--- src/rtl/la_arbmux2_if.sv ---
// rtl/la_arbmux2_if.sv - two-source packet stream bundle for the la_arbmux2 arbiter
interface la_arbmux2_if #(
  parameter int DW = 32
);
  logic          in0_valid;
  logic [DW-1:0] in0_data;
  logic          in0_last;
  logic          in0_ready;
  logic          in1_valid;
  logic [DW-1:0] in1_data;
  logic          in1_last;
  logic          in1_ready;
  logic          out_valid;
  logic [DW-1:0] out_data;
  logic          out_last;
  logic          out_ready;
  logic [1:0]    grant;
  logic          busy;

  modport slave (
    input  in0_valid, in0_data, in0_last, in1_valid, in1_data, in1_last, out_ready,
    output in0_ready, in1_ready, out_valid, out_data, out_last, grant, busy
  );

  modport master (
    output in0_valid, in0_data, in0_last, in1_valid, in1_data, in1_last, out_ready,
    input  in0_ready, in1_ready, out_valid, out_data, out_last, grant, busy
  );
endinterface

--- src/rtl/la_arbmux2.sv ---
// rtl/la_arbmux2.sv - two-requester packet arbiter with 2:1 data mux and registered output
module la_arbmux2 #(
  parameter int DW   = 32,
  parameter int RR   = 1,
  parameter     PROP = "DEFAULT"
) (
  input  logic         clk,
  input  logic         nreset,
  la_arbmux2_if.slave  bus
);

  typedef enum logic [1:0] {
    IDLE = 2'd0,
    OWN0 = 2'd1,
    OWN1 = 2'd2
  } state_t;

  state_t        state_q, state_d;
  logic          ptr_q, ptr_d;
  logic          out_valid_q, out_valid_d;
  logic [DW-1:0] out_data_q, out_data_d;
  logic          out_last_q, out_last_d;

  logic          can_accept;
  logic          rdy0, rdy1;
  logic          accept;
  logic          sel;
  logic [DW-1:0] mux_data;
  logic          mux_last;

  // ptr holds the last winner, so a tie goes to the other requester
  function automatic state_t arb(input logic v0, input logic v1, input logic p);
    state_t s;
    if (v0 && v1)   s = (RR != 0) ? (p ? OWN0 : OWN1) : OWN0;
    else if (v0)    s = OWN0;
    else if (v1)    s = OWN1;
    else            s = IDLE;
    return s;
  endfunction

  assign sel = (state_q == OWN1);

  generate
    if (PROP == "DEFAULT") begin : g_mux_sel
      assign mux_data = sel ? bus.in1_data : bus.in0_data;
      assign mux_last = sel ? bus.in1_last : bus.in0_last;
    end else begin : g_mux_andor
      assign mux_data = ({DW{sel}} & bus.in1_data) | ({DW{~sel}} & bus.in0_data);
      assign mux_last = (sel & bus.in1_last) | (~sel & bus.in0_last);
    end
  endgenerate

  always_comb begin
    can_accept  = ~out_valid_q | bus.out_ready;
    rdy0        = (state_q == OWN0) & can_accept;
    rdy1        = (state_q == OWN1) & can_accept;
    accept      = (rdy0 & bus.in0_valid) | (rdy1 & bus.in1_valid);
    state_d     = state_q;
    ptr_d       = ptr_q;
    out_valid_d = out_valid_q;
    out_data_d  = out_data_q;
    out_last_d  = out_last_q;

    // Rearbitrating in the last-beat cycle avoids a bubble between packets
    if ((state_q == IDLE) || (accept && mux_last)) begin
      state_d = arb(bus.in0_valid, bus.in1_valid, ptr_q);
      if (state_d == OWN0) ptr_d = 1'b0;
      if (state_d == OWN1) ptr_d = 1'b1;
    end

    if (accept) begin
      out_valid_d = 1'b1;
      out_data_d  = mux_data;
      out_last_d  = mux_last;
    end else if (bus.out_ready) begin
      out_valid_d = 1'b0;
    end
  end

  always_ff @(posedge clk or negedge nreset) begin
    if (!nreset) begin
      state_q     <= IDLE;
      ptr_q       <= 1'b1;
      out_valid_q <= 1'b0;
      out_data_q  <= '0;
      out_last_q  <= 1'b0;
    end else begin
      state_q     <= state_d;
      ptr_q       <= ptr_d;
      out_valid_q <= out_valid_d;
      out_data_q  <= out_data_d;
      out_last_q  <= out_last_d;
    end
  end

  assign bus.in0_ready = rdy0;
  assign bus.in1_ready = rdy1;
  assign bus.out_valid = out_valid_q;
  assign bus.out_data  = out_data_q;
  assign bus.out_last  = out_last_q;
  assign bus.grant     = {state_q == OWN1, state_q == OWN0};
  assign bus.busy      = (state_q != IDLE);

endmodule
--- src/flat_wrapper.sv ---
// flat-port wrapper written by rule: the top's interface ports become plain ports
module la_arbmux2_flat 
#(
  parameter int DW   = 32,
  parameter int RR   = 1,
  parameter     PROP = "       "
)
  (clk, nreset, bus_in0_valid, bus_in0_data, bus_in0_last, bus_in1_valid, bus_in1_data, bus_in1_last, bus_out_ready, bus_in0_ready, bus_in1_ready, bus_out_valid, bus_out_data, bus_out_last, bus_grant, bus_busy);
  la_arbmux2_if #(.DW(DW)) bus_i ();
  input  logic clk;
  input  logic nreset;
  input wire logic [$bits(bus_i.in0_valid)-1:0] bus_in0_valid;
  input wire logic [$bits(bus_i.in0_data)-1:0] bus_in0_data;
  input wire logic [$bits(bus_i.in0_last)-1:0] bus_in0_last;
  input wire logic [$bits(bus_i.in1_valid)-1:0] bus_in1_valid;
  input wire logic [$bits(bus_i.in1_data)-1:0] bus_in1_data;
  input wire logic [$bits(bus_i.in1_last)-1:0] bus_in1_last;
  input wire logic [$bits(bus_i.out_ready)-1:0] bus_out_ready;
  output wire logic [$bits(bus_i.in0_ready)-1:0] bus_in0_ready;
  output wire logic [$bits(bus_i.in1_ready)-1:0] bus_in1_ready;
  output wire logic [$bits(bus_i.out_valid)-1:0] bus_out_valid;
  output wire logic [$bits(bus_i.out_data)-1:0] bus_out_data;
  output wire logic [$bits(bus_i.out_last)-1:0] bus_out_last;
  output wire logic [$bits(bus_i.grant)-1:0] bus_grant;
  output wire logic [$bits(bus_i.busy)-1:0] bus_busy;
  assign bus_i.in0_valid = bus_in0_valid;
  assign bus_i.in0_data = bus_in0_data;
  assign bus_i.in0_last = bus_in0_last;
  assign bus_i.in1_valid = bus_in1_valid;
  assign bus_i.in1_data = bus_in1_data;
  assign bus_i.in1_last = bus_in1_last;
  assign bus_i.out_ready = bus_out_ready;
  assign bus_in0_ready = bus_i.in0_ready;
  assign bus_in1_ready = bus_i.in1_ready;
  assign bus_out_valid = bus_i.out_valid;
  assign bus_out_data = bus_i.out_data;
  assign bus_out_last = bus_i.out_last;
  assign bus_grant = bus_i.grant;
  assign bus_busy = bus_i.busy;
  la_arbmux2 #(.DW(DW), .RR(RR), .PROP(PROP)) u_core (.clk(clk), .nreset(nreset), .bus(bus_i));
endmodule
--- config.mk ---
export PLATFORM = sky130hd
export DESIGN_NAME = la_arbmux2_flat
export DESIGN_NICKNAME = d
export VERILOG_FILES = /design/src/rtl/la_arbmux2_if.sv /design/src/rtl/la_arbmux2.sv /design/src/flat_wrapper.sv
export SDC_FILE = /design/constraint.sdc
export NUM_CORES = 1
export LEC_CHECK = 0
export CAP_MARGIN = 5
export CORE_MARGIN = 2
export CORE_UTILIZATION = 37
export DETAILED_ROUTE_END_ITERATION = 6
export PLACE_DENSITY = 0.82
export SLEW_MARGIN = 20
export SYNTH_ARGS = -nofsm -noshare
export SYNTH_HDL_FRONTEND = slang
export SYNTH_SLANG_ARGS = --single-unit
--- constraint.sdc ---
create_clock -name clk -period 2.3 [get_ports clk]
set_clock_uncertainty 0.05 [all_clocks]
set_input_delay 0.69 -clock clk [delete_from_list [all_inputs] [get_ports clk]]
set_output_delay 0.69 -clock clk [all_outputs]
set_load 0.01 [all_outputs]
Word level (Yosys, flattened, before mapping):

Cells that the tools add are included.

* bitwise logic cells: 14
* mux-type cells: 9
* reductions and logical operators: 8
* equal/unequal tests: 4

Operators by type and width (number)
* $and 32x32->32: 2
* $or 32x32->32: 1
* $mux 2: 5
* $and 1x1->1: 6
* $reduce_bool 2->1: 3
* $eq 2x1->1 const B: 2
* $eq 2x2->1 const B: 2
* $mux 1: 4
* $or 1x1->1: 3
* $logic_and 1x1->1: 2
* $logic_not 2->1: 1
* $not 1->1: 2
* $reduce_and 2->1: 1
* $logic_or 1x1->1: 1

* flip-flop bits (word level): 37
* input bits: 71
* logic and storage cells: 40
* output and inout port bits: 39

Depth between registers and ports, before layout:

Gate-level depths: netlist of run 1.

* word-level depth: 11
* depth in mapped cells: 8
* gate-level depth less buffers: 8

Worst setup path after synthesis of run 1:

No wires, ideal clock.

* kind: reg-to-output
* start: register u_core.state_q[1]
* end: output port bus_in1_ready
* path buffers: 2
* slack: 490 ps
* arrival time: 1070 ps
* cell stages (with the launch flop): 5
* cells stage by stage: dfrtp_1 -> nor2b_2 -> buf_6 -> buf_4 -> nor2b_1

* longest elaborated chain between the ends: 2

RTL lines
* start, declared: RTL line la_arbmux2.sv:18 `state_t state_q, state_d;`
* start signal, assigned: RTL line la_arbmux2.sv:88 `state_q <= state_d;`
* $eq 2x2->1
* via u_core.sel: RTL line la_arbmux2.sv:27 `logic sel;`
* $and 1x1->1: RTL line la_arbmux2.sv:56 `rdy1 = (state_q == OWN1) & can_accept;`
* end, declared: RTL line flat_wrapper.sv:20 `output wire logic [$bits(bus_i.in1_ready)-1:0] bus_in1_ready;`

The timed path passes the listed nets, and every way through them passes these cells.

Worst setup path in the final report of run 1:

* start: register u_core.state_q[1]
* end: output port bus_grant[1]

* longest elaborated chain between the ends: 1

RTL lines
* $eq 2x2->1: RTL line la_arbmux2.sv:101 `assign bus.grant = {state_q == OWN1, state_q == OWN0};`
* end, declared: RTL line flat_wrapper.sv:24 `output wire logic [$bits(bus_i.grant)-1:0] bus_grant;`

No other way between the ends.

==> results of run 1 <==
-- flip-flops by register name (all words and copies together), names as in the netlist --
register              count
u_core.bus.out_data      32
u_core.bus.out_last       1
u_core.bus.out_valid      1
u_core.ptr_q              1
u_core.state_q            2
-- stage by stage --
stage | setup slack (ns) | hold WS [ns] | std cells
2_1_floorplan | 0.490 | 0.344 | 176
3_3_place_gp | -0.288 | 0.411 | 333
3_5_place_dp | -0.311 | 0.420 | 333
4_1_cts | 0.00207 | 0.438 | 342
5_1_grt | -0.00789 | 0.460 | 343
6_report | 0.0664 | 0.431 | 343
-- layout make-up --
| type | count | share of cell area, % |
|---|---|---|
| multi-input cells | 126 | 26.3 |
| repair buffers | 117 | 38.0 |
| clock buffers | 5 | 2.27 |
| well taps | 54 | 2.23 |
| inverters | 1 | 0.124 |
| clock inverters | 3 | 0.578 |
| flip-flops and latches | 37 | 30.6 |
-- worst min path at each step --
stage                                                  start                            endpoint  cells past startpoint
after global placement    u_core.bus.out_data[7]$_DFFE_PN0P_  u_core.bus.out_data[7]$_DFFE_PN0P_                      2
after detailed placement  u_core.bus.out_data[3]$_DFFE_PN0P_  u_core.bus.out_data[3]$_DFFE_PN0P_                      2
after global routing      u_core.bus.out_data[2]$_DFFE_PN0P_  u_core.bus.out_data[2]$_DFFE_PN0P_                      2
after floorplan                                       nreset  u_core.bus.out_data[0]$_DFFE_PN0P_                      0
after CTS                 u_core.bus.out_data[2]$_DFFE_PN0P_  u_core.bus.out_data[2]$_DFFE_PN0P_                      2
final                     u_core.bus.out_data[6]$_DFFE_PN0P_  u_core.bus.out_data[6]$_DFFE_PN0P_                      2
-- synth_stat cells (all sizes together) --
cell | number | area, sq um
nand2 | 38 | 143
dfrtp | 36 | 901
o21ai | 36 | 180
nand2b | 3 | 18.8
clkbuf | 3 | 11.3
buf | 9 | 61.3
a31o | 1 | 8.76
a31oi | 1 | 6.26
or2 | 1 | 6.26
a21o | 1 | 7.51
ha | 1 | 12.5
inv | 1 | 3.75
o211ai | 1 | 7.51
nand3b | 2 | 15.0
or3 | 1 | 6.26
dfstp | 1 | 26.3
a21oi | 1 | 5.00
mux2i | 33 | 330
a21boi | 1 | 7.51
nor2b | 5 | 33.8
-- layout by cell type, fill, tap and decap left out --
master | netlist | final
nor2b_1 | 4 | 3
clkbuf_8 | 0 | 5
o21ai_1 | 6 | 6
nor2b_4 | 0 | 1
nand3b_1 | 2 | 2
inv_1 | 1 | 1
a21o_2 | 0 | 1
nor2b_2 | 1 | 1
dfrtp_1 | 36 | 36
o21ai_0 | 30 | 30
dfstp_2 | 1 | 1
a31o_1 | 1 | 1
or3_1 | 1 | 1
buf_12 | 0 | 1
nand2_1 | 38 | 38
a21oi_1 | 1 | 1
mux2i_1 | 33 | 33
or2_2 | 1 | 1
buf_2 | 4 | 3
ha_1 | 1 | 1
a21boi_0 | 1 | 1
buf_4 | 4 | 7
dlymetal6s2s_1 | 0 | 1
clkinvlp_4 | 0 | 1
nand2b_1 | 3 | 3
clkdlybuf4s50_1 | 0 | 105
o211ai_1 | 1 | 1
a31oi_1 | 1 | 1
clkinv_2 | 0 | 2
-- cell families (layout without fill, tap and decap cells) --
family	after synthesis	count (layout)	share of synthesized area [%]
AO/OA/AOI/OAI	42	42	12.4
adder cells (fa/ha/maj)	1	1	0.698
buffers and inverters	13	126	4.26
flip-flops	37	37	51.7
multiplexers	33	33	18.4
AND/OR/NAND/NOR	50	50	12.4
-- power by group --
| group | switching, mW | internal, mW |
|---|---|---|
| Clock | 0.226 | 0.209 |
| Sequential | 0.175 | 0.970 |
| Combinational | 0.789 | 0.992 |
-- what timing repair did --
item                       CTS  global route
hold endpoints to repair     0             0
resized for setup            8             2
setup endpoints to repair    3             2
cloned                       0             0
setup buffers                1             1
-- worst min-delay path, delay by kind of cell (launching register included) --
family | cells | cell delay [ns]
AND/OR/NAND/NOR | 1 | 0.04
AO/OA/AOI/OAI | 1 | 0.06
flip-flops | 1 | 0.34
-- per-layer routing --
metal  track usage [%]  part of all wire (%)
met3              5.35                   8.2
met2              30.0                    51
met1              19.3                    40
met5                 0                     0
met4              4.24                  0.55
==> metrics, run 1 <==
status complete, no violations; synthesized cell area 1790 sq um; Hold Vio Cnt, Final 0; register area 927 sq um; worst-path fanout max 6; CTS tree built; Post-Route Setup TNS 0 ns; post-synthesis sequential area ratio 51.7%; synthesized area per cell 10.2 sq um; Leakage Power 1.27 nW; Finished Core Util 64.6%; RD Place Congestion 0.803; Ports 110; Worst Tran Pin Value 0.806 ns; post-synth cell types 24; R2R Path End u_core.state_q[0]$_DFFE_PN0P_; CTS Buffer Depth 2; layout cells sized above 1 8.30%; vias in the first global route 1581; total chip power 3.36 mW; crit path cell chain nor2b_4, clkdlybuf4s50_1; Crit Path Class reg2out; Bufs and invs on worst path 1; R2R depth 5; maxcap violations 0; Clock Latency Late Sink 0.28 ns; Port Buffers 109; Critical Path Start u_core.state_q[1]$_DFFE_PN0P_; CTS clk-pin slew, worst paths 0.07 ns; Area Overhead vs Synth 69.3%; TritonCTS buffer count 5; dpl cell area 2940 sq um; DR vias/cell 4.84; area of the multi-input gates 797 sq um; DR iter-0 viols 68; Synth warnings 0; fin. max-slew vios 0; H-tree Lvls 2; clock root buffer clkbuf_8; row count 25; fill count 408; core area 4690 sq um; largest net degree at the start of global routing 42; cts hold-fix bufs 0; relative slew slack 46.3%; CTS Sinks 37; first-pass GRT wire length 6980 um; crit path capture type output port; Worst setup SP type register; Nets 360; Tmin final 2.23 ns; DR WL/cell 13.1 um; worst path required time 1.56 ns; Finish-stage setup viols 0; CP max-delay cell clkdlybuf4s50_1; Finished Cell Area 3030 sq um; GRT overflow 0; Worst EP arrival 1.49 ns; Total Routing Usage GR 16.8%; die area 5410 sq um; Syn Nets 248; Gate Count Post-Synth 176; Die X 73.6 um; Post-DP HPWL 3480 um; Remaining DRCs 0; Top delay family on crit path buffers and inverters; R2R setup slack 0.47 ns; n_diodes 0; Die Span Y 73.6 um; Synth Register Bits 37; FF-to-FF Start u_core.state_q[1]$_DFFE_PN0P_; CP Depth 2; worst vdd rail ir drop 0.649 mV; DRT antenna net count 0; Pwr Density 1110 nW/um^2; first drt pass iteration count 4; last element of the critical path bus_grant[1]; antenna violations before repair 0; f_max 448 MHz; worst stage delay on the critical path 0.58 ns; Hold Path Class reg2reg; Initial Util 38.2%; crit share post-route 97.1%; final wirelength 4510 um; Via Count 1660
Note: power is estimated with default switching activity, not from simulation.
==> run 2: changes to the inputs <==
CAP_MARGIN = unset   (was 5)
CELL_PAD_IN_SITES_DETAIL_PLACEMENT = 0   (was unset)
CELL_PAD_IN_SITES_GLOBAL_PLACEMENT = 2   (was unset)
CORE_UTILIZATION = 20   (was 37)
PLACE_DENSITY = 0.8   (was 0.82)
SLEW_MARGIN = 10   (was 20)
==> run 2 against run 1 <==
First-iteration DRC count fell by 60%; largest cell class unchanged; clock-buffer cell count rose by 2; die area rose by 80%; largest power group unchanged.
==> metrics, run 2 (same netlist as run 1, synthesis figures left out) <==
status complete, no violations (unchanged); most common cell after layout, fill and taps aside clkdlybuf4s50_1 (unchanged); Min Hold Slack 0.310 ns (was 0.431 ns); crit path cell chain buf_4, or2_2, dlygate4sd2_1 (was nor2b_4, clkdlybuf4s50_1); Remaining DRCs 0 (unchanged); total chip power 3.45 mW (was 3.36 mW); Initial Util 20.5% (was 38.2%); maxcap violations 0 (unchanged); TritonCTS buffer count 5 (unchanged); Worst EP arrival 1.49 ns (about the same); Port Buffers 109 (unchanged); DR iter-0 viols 27 (was 68); Die X 98.7 um (was 73.6 um); fin. max-slew vios 0 (unchanged); Clock Latency Late Sink 0.28 ns (about the same); Crit Path Class reg2out (unchanged); vias in the first global route 1703 (was 1581); first-pass GRT wire length 8000 um (was 6980 um); CP Depth 3 (was 2); DR WL/cell 12.1 um (was 13.1 um); Ports 110 (unchanged); crit path capture type output port (unchanged); largest net degree at the start of global routing 35 (was 42); DRT antenna net count 0 (unchanged); Top delay family on crit path flip-flops (was buffers and inverters); Hold Path Class in2async (was reg2reg); H-tree Lvls 2 (unchanged); Via Count 1638 (was 1660); worst path required time 1.56 ns (about the same); Die Span Y 98.7 um (was 73.6 um); CTS tree built (unchanged); Leakage Power 1.30 nW (was 1.27 nW); Non-Filler Instances 398 (was 343); clock root buffer clkbuf_8 (unchanged); worst vdd rail ir drop 0.307 mV (was 0.649 mV); CTS Buffer Depth 2 (unchanged); commonest non-fill, non-tap cells in the layout 104 x clkdlybuf4s50_1, 38 x nand2_1, 34 x dfrtp_1 (was 105 x clkdlybuf4s50_1, 38 x nand2_1, 36 x dfrtp_1); Finished Core Util 36.1% (was 64.6%); Post-DP HPWL 3820 um (was 3480 um); row count 34 (was 25); Finish-stage setup viols 0 (unchanged); R2R depth 6 (was 5); n_diodes 0 (unchanged); Worst Tran Pin Value 0.495 ns (was 0.806 ns); RD Place Congestion 0.738 (was 0.803); Area Overhead vs Synth 75.9% (was 69.3%); Bufs and invs on worst path 2 (was 1); GRT overflow 0 (unchanged); Worst setup SP type register (unchanged); placed cell count 388 (was 333); Total Routing Usage GR 10.2% (was 16.8%); max FFs per register 32 (unchanged); Pwr Density 1100 nW/um^2 (was 1110 nW/um^2); core area 8720 sq um (was 4690 sq um); first drt pass iteration count 4 (unchanged); antenna violations before repair 0 (unchanged); CP max-delay cell dfrtp_2 (was clkdlybuf4s50_1); worst-path fanout max 5 (was 6); cts hold-fix bufs 0 (unchanged); Nets 361 (was 360); die area 9730 sq um (was 5410 sq um); Tmin final 2.23 ns (about the same); DR vias/cell 4.12 (was 4.84); worst stage delay on the critical path 0.44 ns (was 0.58 ns); Hold Vio Cnt, Final 0 (unchanged); relative slew slack 67.0% (was 46.3%); CTS Sinks 37 (unchanged); crit share post-route 97.1% (about the same); CTS clk-pin slew, worst paths 0.07 ns (about the same); f_max 448 MHz (about the same); layout cells sized above 1 9.66% (was 8.30%); final wirelength 4810 um (was 4510 um); RSZ-0062 raised after global routing false
## run 2: cell types whose count changed in the layout (fill, tap and decap cells not counted), sizes merged
cell           previous run  this run
clkbuf                    5         7
dlygate4sd2               0         1
clkinvlp                  1         0
clkdlybuf4s50           105       104
buf                      11        12
clkinv                    2         1
## run 2: cell type report
class | instances | area (sq um)
flip-flops and latches | 37 | 930
well taps | 108 | 135
repair buffers | 118 | 1180
fillers | 886 | 5570
multi-input cells | 126 | 800
clock buffers | 7 | 96.3
clock inverters | 1 | 5.00
inverters | 1 | 3.75
## run 2: routing by layer
metal | GRT usage, % | share of wire [%] | wire (um)
met3 | 4.40 | 10 | 479
met5 | 0 | 0 | 0
met4 | 2.53 | 0.71 | 34
met2 | 17.3 | 49 | 2380
met1 | 11.9 | 40 | 1920
## run 2: what timing repair did
action | 4_1_cts | 5_1_grt
resized for setup | 10 | 4
endpoints found under the setup margin | 4 | 4
cloned | 0 | 0
buffers inserted | 1 | 1
## run 2: stage by stage
step	instance area (sq um)	worst slack (ns)	setup TNS, ns
4_1_cts	3150	0.00236	0
5_1_grt	3150	0.00614	0
3_3_place_gp	3040	-0.301	-0.628
2_1_floorplan	1790	0.490	0
6_report	3150	0.0660	0
3_5_place_dp	3040	-0.303	-0.696
## run 2: worst paths after layout
path | startpoint | end | slack, ns
worst min register to register | u_core.bus.out_data[22]$_DFFE_PN0P_ | u_core.bus.out_data[22]$_DFFE_PN0P_ | 0.43
max in group asynchronous | nreset | u_core.ptr_q$_DFFE_PN1P_ | 1.34
worst min-delay path | nreset | u_core.bus.out_data[4]$_DFFE_PN0P_ | 0.31
worst max register to register | u_core.state_q[1]$_DFFE_PN0P_ | u_core.state_q[0]$_DFFE_PN0P_ | 0.32
worst max-delay path | u_core.state_q[0]$_DFFE_PN0P_ | bus_busy | 0.07
min in group clk | u_core.bus.out_data[22]$_DFFE_PN0P_ | u_core.bus.out_data[22]$_DFFE_PN0P_ | 0.43
## run 2: where the power goes
part | leakage, nW | switching [mW] | internal [mW] | total (mW)
Sequential | 0.453 | 0.172 | 0.973 | 1.14
Combinational | 0.797 | 0.791 | 1.02 | 1.81
Clock | 0.0542 | 0.225 | 0.271 | 0.496
Total | 1.30 | 1.19 | 2.27 | 3.45
